## src/rtl/fwd_pkg.sv

```systemverilog
// Shared select encodings and pipeline tracking-entry types for the EX-stage forwarding/hazard control.
package fwd_pkg;

  localparam int ADDR_W      = 5;
  localparam int STALL_CNT_W = 32;

  localparam logic [1:0] SEL_RF    = 2'b00;
  localparam logic [1:0] SEL_EXMEM = 2'b01;
  localparam logic [1:0] SEL_MEMWB = 2'b10;
  localparam logic [1:0] SEL_ALT   = 2'b11;

  localparam logic [ADDR_W-1:0] REG_ZERO = '0;

  // EX entry keeps the load flag so the load-use check can see it.
  typedef struct packed {
    logic [ADDR_W-1:0] rd;
    logic              we;
    logic              load;
    logic              valid;
  } ex_ent_t;

  // Producer view seen by the source matchers; also the MEM entry format.
  typedef struct packed {
    logic [ADDR_W-1:0] rd;
    logic              we;
    logic              valid;
  } prod_ent_t;

endpackage

```

## src/rtl/fwd_hazard_ctrl_if.sv

```systemverilog
// ID-stage instruction info in, operand selects and hazard status out.
interface fwd_hazard_ctrl_if #(
  parameter int REG_ADDR_W = 5,
  parameter int CNT_W      = 32
);
  logic                  id_valid;
  logic [REG_ADDR_W-1:0] id_rs1;
  logic [REG_ADDR_W-1:0] id_rs2;
  logic                  id_uses_rs1;
  logic                  id_uses_rs2;
  logic                  id_use_pc;
  logic                  id_use_imm;
  logic [REG_ADDR_W-1:0] id_rd;
  logic                  id_reg_write;
  logic                  id_mem_read;
  logic                  flush;
  logic [1:0]            sel_a;
  logic [1:0]            sel_b;
  logic                  stall;
  logic                  ex_valid;
  logic [CNT_W-1:0]      stall_count;

  modport master (
    output id_valid, id_rs1, id_rs2, id_uses_rs1, id_uses_rs2, id_use_pc,
           id_use_imm, id_rd, id_reg_write, id_mem_read, flush,
    input  sel_a, sel_b, stall, ex_valid, stall_count
  );

  modport slave (
    input  id_valid, id_rs1, id_rs2, id_uses_rs1, id_uses_rs2, id_use_pc,
           id_use_imm, id_rd, id_reg_write, id_mem_read, flush,
    output sel_a, sel_b, stall, ex_valid, stall_count
  );
endinterface

```

## src/rtl/fwd_src_match.sv

```systemverilog
// Combinational forwarding select for one source operand; the EX-stage producer outranks MEM.
module fwd_src_match
  import fwd_pkg::*;
(
  input  logic [ADDR_W-1:0] i_rs,
  input  logic              i_uses,
  input  prod_ent_t         i_ex,
  input  prod_ent_t         i_mem,
  output logic [1:0]        o_sel
);

  always_comb begin
    o_sel = SEL_RF;
    if (i_uses && (i_rs != REG_ZERO)) begin
      if (i_ex.valid && i_ex.we && (i_ex.rd == i_rs)) begin
        o_sel = SEL_EXMEM;
      end else if (i_mem.valid && i_mem.we && (i_mem.rd == i_rs)) begin
        o_sel = SEL_MEMWB;
      end
    end
  end

endmodule

```

## src/rtl/fwd_hazard_ctrl.sv

```systemverilog
// Tracks EX/MEM destinations, registers operand-mux selects for the instruction entering EX,
// and raises a one-cycle load-use stall (flush overrides stall and inserts a bubble).
module fwd_hazard_ctrl
  import fwd_pkg::*;
#(
  parameter int REG_ADDR_W = ADDR_W,
  parameter int CNT_W      = STALL_CNT_W
) (
  input  logic               clk,
  input  logic               rst,
  fwd_hazard_ctrl_if.slave   bus
);

  ex_ent_t              r_ex;
  prod_ent_t            r_mem;
  logic [1:0]           r_sel_a;
  logic [1:0]           r_sel_b;
  logic [CNT_W-1:0]     r_stall_count;

  logic [REG_ADDR_W-1:0] w_rs1;
  logic [REG_ADDR_W-1:0] w_rs2;
  prod_ent_t             w_ex_prod;
  logic [1:0]            w_fwd_a;
  logic [1:0]            w_fwd_b;
  logic                  w_ld_hit;
  logic                  w_stall;
  logic                  w_issue;
  ex_ent_t               w_ex_nxt;
  logic [1:0]            w_sel_a_nxt;
  logic [1:0]            w_sel_b_nxt;

  assign w_rs1     = bus.id_rs1;
  assign w_rs2     = bus.id_rs2;
  assign w_ex_prod = '{rd: r_ex.rd, we: r_ex.we, valid: r_ex.valid};

  fwd_src_match u_match_rs1 (
    .i_rs   (w_rs1),
    .i_uses (bus.id_uses_rs1),
    .i_ex   (w_ex_prod),
    .i_mem  (r_mem),
    .o_sel  (w_fwd_a)
  );

  fwd_src_match u_match_rs2 (
    .i_rs   (w_rs2),
    .i_uses (bus.id_uses_rs2),
    .i_ex   (w_ex_prod),
    .i_mem  (r_mem),
    .o_sel  (w_fwd_b)
  );

  // A load in EX cannot forward yet; its data only exists once it reaches MEM/WB.
  assign w_ld_hit = r_ex.valid && r_ex.load && r_ex.we && (r_ex.rd != REG_ZERO) &&
                    ((bus.id_uses_rs1 && (w_rs1 == r_ex.rd)) ||
                     (bus.id_uses_rs2 && (w_rs2 == r_ex.rd)));
  assign w_stall  = bus.id_valid && !bus.flush && w_ld_hit;
  assign w_issue  = bus.id_valid && !bus.flush && !w_stall;

  always_comb begin
    w_ex_nxt    = '0;
    w_sel_a_nxt = SEL_RF;
    w_sel_b_nxt = SEL_RF;
    if (w_issue) begin
      w_ex_nxt.rd    = bus.id_rd;
      w_ex_nxt.we    = bus.id_reg_write;
      w_ex_nxt.load  = bus.id_mem_read;
      w_ex_nxt.valid = 1'b1;
      w_sel_a_nxt    = bus.id_use_pc  ? SEL_ALT : w_fwd_a;
      w_sel_b_nxt    = bus.id_use_imm ? SEL_ALT : w_fwd_b;
    end
  end

  always_ff @(posedge clk) begin
    if (rst) begin
      r_ex          <= '0;
      r_mem         <= '0;
      r_sel_a       <= SEL_RF;
      r_sel_b       <= SEL_RF;
      r_stall_count <= '0;
    end else begin
      r_ex    <= w_ex_nxt;
      r_mem   <= w_ex_prod;
      r_sel_a <= w_sel_a_nxt;
      r_sel_b <= w_sel_b_nxt;
      if (w_stall && (r_stall_count != {CNT_W{1'b1}})) begin
        r_stall_count <= r_stall_count + CNT_W'(1);
      end
    end
  end

  assign bus.sel_a       = r_sel_a;
  assign bus.sel_b       = r_sel_b;
  assign bus.stall       = w_stall;
  assign bus.ex_valid    = r_ex.valid;
  assign bus.stall_count = r_stall_count;

endmodule
```

## src/flat_wrapper.sv

```systemverilog
// flat-port wrapper written by rule: the top's interface ports become plain ports
module fwd_hazard_ctrl_flat import fwd_pkg::*;
#(
  parameter int REG_ADDR_W = ADDR_W,
  parameter int CNT_W      = STALL_CNT_W
)
  (clk, rst, bus_id_valid, bus_id_rs1, bus_id_rs2, bus_id_uses_rs1, bus_id_uses_rs2, bus_id_use_pc, bus_id_use_imm, bus_id_rd, bus_id_reg_write, bus_id_mem_read, bus_flush, bus_sel_a, bus_sel_b, bus_stall, bus_ex_valid, bus_stall_count);
  fwd_hazard_ctrl_if #(.REG_ADDR_W(REG_ADDR_W), .CNT_W(CNT_W)) bus_i ();
  input  logic clk;
  input  logic rst;
  input wire logic [$bits(bus_i.id_valid)-1:0] bus_id_valid;
  input wire logic [$bits(bus_i.id_rs1)-1:0] bus_id_rs1;
  input wire logic [$bits(bus_i.id_rs2)-1:0] bus_id_rs2;
  input wire logic [$bits(bus_i.id_uses_rs1)-1:0] bus_id_uses_rs1;
  input wire logic [$bits(bus_i.id_uses_rs2)-1:0] bus_id_uses_rs2;
  input wire logic [$bits(bus_i.id_use_pc)-1:0] bus_id_use_pc;
  input wire logic [$bits(bus_i.id_use_imm)-1:0] bus_id_use_imm;
  input wire logic [$bits(bus_i.id_rd)-1:0] bus_id_rd;
  input wire logic [$bits(bus_i.id_reg_write)-1:0] bus_id_reg_write;
  input wire logic [$bits(bus_i.id_mem_read)-1:0] bus_id_mem_read;
  input wire logic [$bits(bus_i.flush)-1:0] bus_flush;
  output wire logic [$bits(bus_i.sel_a)-1:0] bus_sel_a;
  output wire logic [$bits(bus_i.sel_b)-1:0] bus_sel_b;
  output wire logic [$bits(bus_i.stall)-1:0] bus_stall;
  output wire logic [$bits(bus_i.ex_valid)-1:0] bus_ex_valid;
  output wire logic [$bits(bus_i.stall_count)-1:0] bus_stall_count;
  assign bus_i.id_valid = bus_id_valid;
  assign bus_i.id_rs1 = bus_id_rs1;
  assign bus_i.id_rs2 = bus_id_rs2;
  assign bus_i.id_uses_rs1 = bus_id_uses_rs1;
  assign bus_i.id_uses_rs2 = bus_id_uses_rs2;
  assign bus_i.id_use_pc = bus_id_use_pc;
  assign bus_i.id_use_imm = bus_id_use_imm;
  assign bus_i.id_rd = bus_id_rd;
  assign bus_i.id_reg_write = bus_id_reg_write;
  assign bus_i.id_mem_read = bus_id_mem_read;
  assign bus_i.flush = bus_flush;
  assign bus_sel_a = bus_i.sel_a;
  assign bus_sel_b = bus_i.sel_b;
  assign bus_stall = bus_i.stall;
  assign bus_ex_valid = bus_i.ex_valid;
  assign bus_stall_count = bus_i.stall_count;
  fwd_hazard_ctrl #(.REG_ADDR_W(REG_ADDR_W), .CNT_W(CNT_W)) u_core (.clk(clk), .rst(rst), .bus(bus_i));
endmodule
```

## config.mk

```make
export PLATFORM = sky130hd
export DESIGN_NAME = fwd_hazard_ctrl_flat
export DESIGN_NICKNAME = d
export VERILOG_FILES = /design/src/rtl/fwd_pkg.sv /design/src/rtl/fwd_hazard_ctrl_if.sv /design/src/rtl/fwd_src_match.sv /design/src/rtl/fwd_hazard_ctrl.sv /design/src/flat_wrapper.sv
export SDC_FILE = /design/constraint.sdc
export NUM_CORES = 1
export LEC_CHECK = 0
export BUFFER_PORTS_ARGS = -buffer_cell sky130_fd_sc_hd__buf_2
export CAP_MARGIN = 20
export CORE_ASPECT_RATIO = 2
export CORE_UTILIZATION = 59
export CTS_BUF_LIST = sky130_fd_sc_hd__clkbuf_8
export CTS_CLUSTER_SIZE = 24
export DETAILED_ROUTE_END_ITERATION = 8
export GPL_TIMING_DRIVEN = 0
export PLACE_DENSITY = 0.87
export SKIP_CTS_REPAIR_TIMING = 1
export SYNTH_ARGS = -nofsm -noshare
export SYNTH_HDL_FRONTEND = slang
export SYNTH_SLANG_ARGS = --single-unit
```

## constraint.sdc

```tcl
create_clock -name clk -period 3.71 [get_ports clk]
set_clock_uncertainty 0.15 [all_clocks]
set_input_delay 0.371 -clock clk [delete_from_list [all_inputs] [get_ports clk]]
set_output_delay 0.371 -clock clk [all_outputs]
set_load 0.005 [all_outputs]
```

==> results by group <==
Setup path
  • Setup crit end kind: register
  • CP bufs+invs: 3
  • Worst path required time: 3.74 ns
  • Worst path slowest cell: or4_1
  • Element type at the critical path start: register
  • Top delay family on crit path: simple AND/OR/NAND/NOR gates
  • CP Class: register to register
  • Crit path DAT: around 2.8 ns
  • CP max stage delay: between 0.5 and 0.6 ns
  • CP Max Fanout: 10
  • CP Cell Sequence: nand4_1, or2_0, clkbuf_1, or4_1, o211ai_1, buf_2, buf_4, mux2i_1, nor2_1

Outcome
  • Status: finished with violations
  • Failing checks: design-rule violations

STA
  • Finish-stage setup viols: 0
  • Max Freq: 360 MHz
  • Ratio of final minimum period to clock period: 0.749
  • Final Max Tran Viols: 0
  • Worst-Margin Slew: 0.523 ns
  • TNS Setup: 0 ns
  • Hold violation total from the final report: 0
  • Final min period: 2.78 ns
  • RSZ-0062 raised after global routing: no
  • Slew headroom: 0.651

Finish
  • Fill cells: 350
  • P&R area growth vs syn: 20.5%
  • # diodes: 0
  • Nets@finish: slightly below 400
  • Commonest non-fill, non-tap cell in the layout: buf_2
  • Layout cells sized above 1: 0.221
  • Fin cells: 414
  • Most frequent cells in the layout: buf_2, dfxtp_1, nand2_1
  • Seq. cell area: 1020 um2
  • Area of the multi-input gates: 1370 um2

Drt
  • Post-DRT Antenna Nets: 0
  • First-pass iteration count of the detailed router: 6
  • Post-route DRC: 2
  • Via count: 2508
  • Vias per cell: 6.06
  • Wire per inst: about 16 um
  • Detailed Route Iter0 Violations: between 90 and 100
  • WL final: approximately 6700 um

Global routing
  • Vias in the first global route: 2312
  • GRT overflow: 0
  • Global Route met2 Usage: 0.602
  • Global route hottest layer: met2
  • GRT met1 Usage: 0.273
  • Initial antenna violation count: 0
  • First-pass GRT wire length: 9990 um
  • Total track usage: 0.316
  • Largest net degree at the start of global routing: 16
  • Met3 Track Usage GR: 0.0404

Place
  • GPL Wtd Cong: 0.793
  • Placed insts: 406
  • Port bufs: 62
  • DPL Wire Length: 4960 um

Synth
  • Syn_area_per_cell: 8.49 um2
  • Synth Warn #: 0
  • Synth async-reset ratio: 0
  • Number of synthesized flops with an enable pin: 0
  • Post-synth cell types: 38
  • Mapped Cells: 292
  • Synth Cell Area: approximately 2500 um2
  • Ys flop type: dfxtp_1
  • Seq/Total Area, Yosys: 0.412
  • Synthesized Nets: 318
  • Synth Register Bits: 51

Clocking
  • Cts bufs inserted: 5
  • Root buffer cell: clkbuf_8
  • Clk sink count: 51
  • Clk_lat worst skew: 0.30 ns
  • Reg clk slew, reported paths: 0.09 ns
  • TritonCTS clock tree: yes
  • CTS HTree Levels: 2
  • CTS Buffer Depth: 2

Floorplanning
  • IO Pins: 63
  • Initial Util: 0.613
  • Chip Height: between 90 and 100 um
  • Area of the die: 4480 um2
  • Core box area: 4050 um2
  • DIE WIDTH: roughly 48 um
  • Std cell rows: 33

Power and ir drop
  • Max VDD drop: ~0.37 mV
  • P_leak: 0.00120 uW
  • PD cells: 355 nW/um2

Worst hold path
  • Min-delay worst type: input pin to register

Job
  • Max Cap Violations: 0
==> cell type report <==
type	count	share of cell area
multi-input cells	222	0.459
flip-flops and latches	51	0.342
repair buffers	62	0.104
clock buffers	5	0.0230
plain buffers	14	0.0226
well taps	52	0.0218
clock inverters	3	0.0214
inverters	5	0.00628
==> worst reg2reg max path, stage by stage, from the launching register on <==
cell	delay (ns)
dfxtp_1	0.45
nand4_1	0.16
or2_0	0.25
clkbuf_1	0.17
or4_1	0.51
o211ai_1	0.24
buf_2	0.27
buf_4	0.21
mux2i_1	0.19
nor2_1	0.05
==> power breakdown <==
part / switching [uW] / internal (uW) / leakage [uW] / total, uW
registers: 3.87 / 552 / 0.000412 / 556
logic: 33.4 / 25.1 / 0.000721 / 58.6
clock network: 179 / 267 / 0.0000695 / 445
==> routing by layer <==
layer,routed length (um),vias to the layer above
met5,0,-
met4,299,0
met3,293,21
met2,3850,92
met1,2270,1198
li1,-,1197
==> cell usage after synthesis, types with 2 or more instances <==
master | number | area [um2]
dfxtp_1 | 51 | 1020
nand2_1 | 27 | 101
a21oi_1 | 22 | 110
or4_1 | 20 | 150
o21ai_0 | 17 | 85.1
xor2_1 | 16 | 140
or3_1 | 15 | 93.8
nor2_1 | 14 | 52.6
nor2b_1 | 14 | 87.6
clkbuf_1 | 9 | 33.8
and2_1 | 8 | 50.1
nand3_1 | 8 | 40.0
nand4_1 | 8 | 50.1
o31ai_1 | 8 | 60.1
nor3_1 | 7 | 35.0
nor4_1 | 7 | 43.8
xnor2_1 | 6 | 52.6
inv_1 | 5 | 18.8
and3_1 | 4 | 25.0
buf_2 | 3 | 15.0
mux2_2 | 3 | 33.8
o21a_1 | 3 | 22.5
a31oi_1 | 2 | 12.5
==> path summary, 6_finish.rpt <==
check,slack (ns),depth (start not counted),start,to
max,0.93,9,u_core.bus.stall_count[16],u_core.bus.stall_count[1]
max reg2reg,0.93,9,u_core.bus.stall_count[16],u_core.bus.stall_count[1]
min,0.11,2,bus_id_rd[1],u_core.r_ex[4]
min reg2reg,0.35,2,u_core.bus.stall_count[20],u_core.bus.stall_count[20]
==> registers in the layout, indices dropped and copies added, names as in the netlist <==
signal / cells
u_core.bus.ex_valid: 1
u_core.bus.sel_a: 2
u_core.bus.sel_b: 2
u_core.bus.stall_count: 32
u_core.r_ex: 7
u_core.r_mem: 7
==> logic make-up after synthesis <==
group                      after synthesis  synth area share
and+or+nand+nor                        139             0.322
buffers and inverters                   19            0.0348
muxes                                    4            0.0177
adders and majority gates                1           0.00504
xor gates and xnor gates                22            0.0777
DFF                                     51             0.412
AOI/OAI and AO/OA                       56             0.131
==> metrics by stage <==
step | total power [uW] | util | worst slack [ns] | area [um2] | hold slack [ns]
finish | 1060 | 0.738 | 0.930 | 2990 | 0.109
global placement | 624 | 0.706 | 1.02 | 2860 | 0.329
CTS | 1060 | 0.738 | 0.948 | 2990 | 0.108
detailed placement | 626 | 0.706 | 0.972 | 2860 | 0.337
floorplan | 597 | - | 1.29 | 2480 | 0.311
global route | 1090 | 0.738 | 0.794 | 2990 | 0.106
No activity file was read; power rests on OpenSTA's default activity.
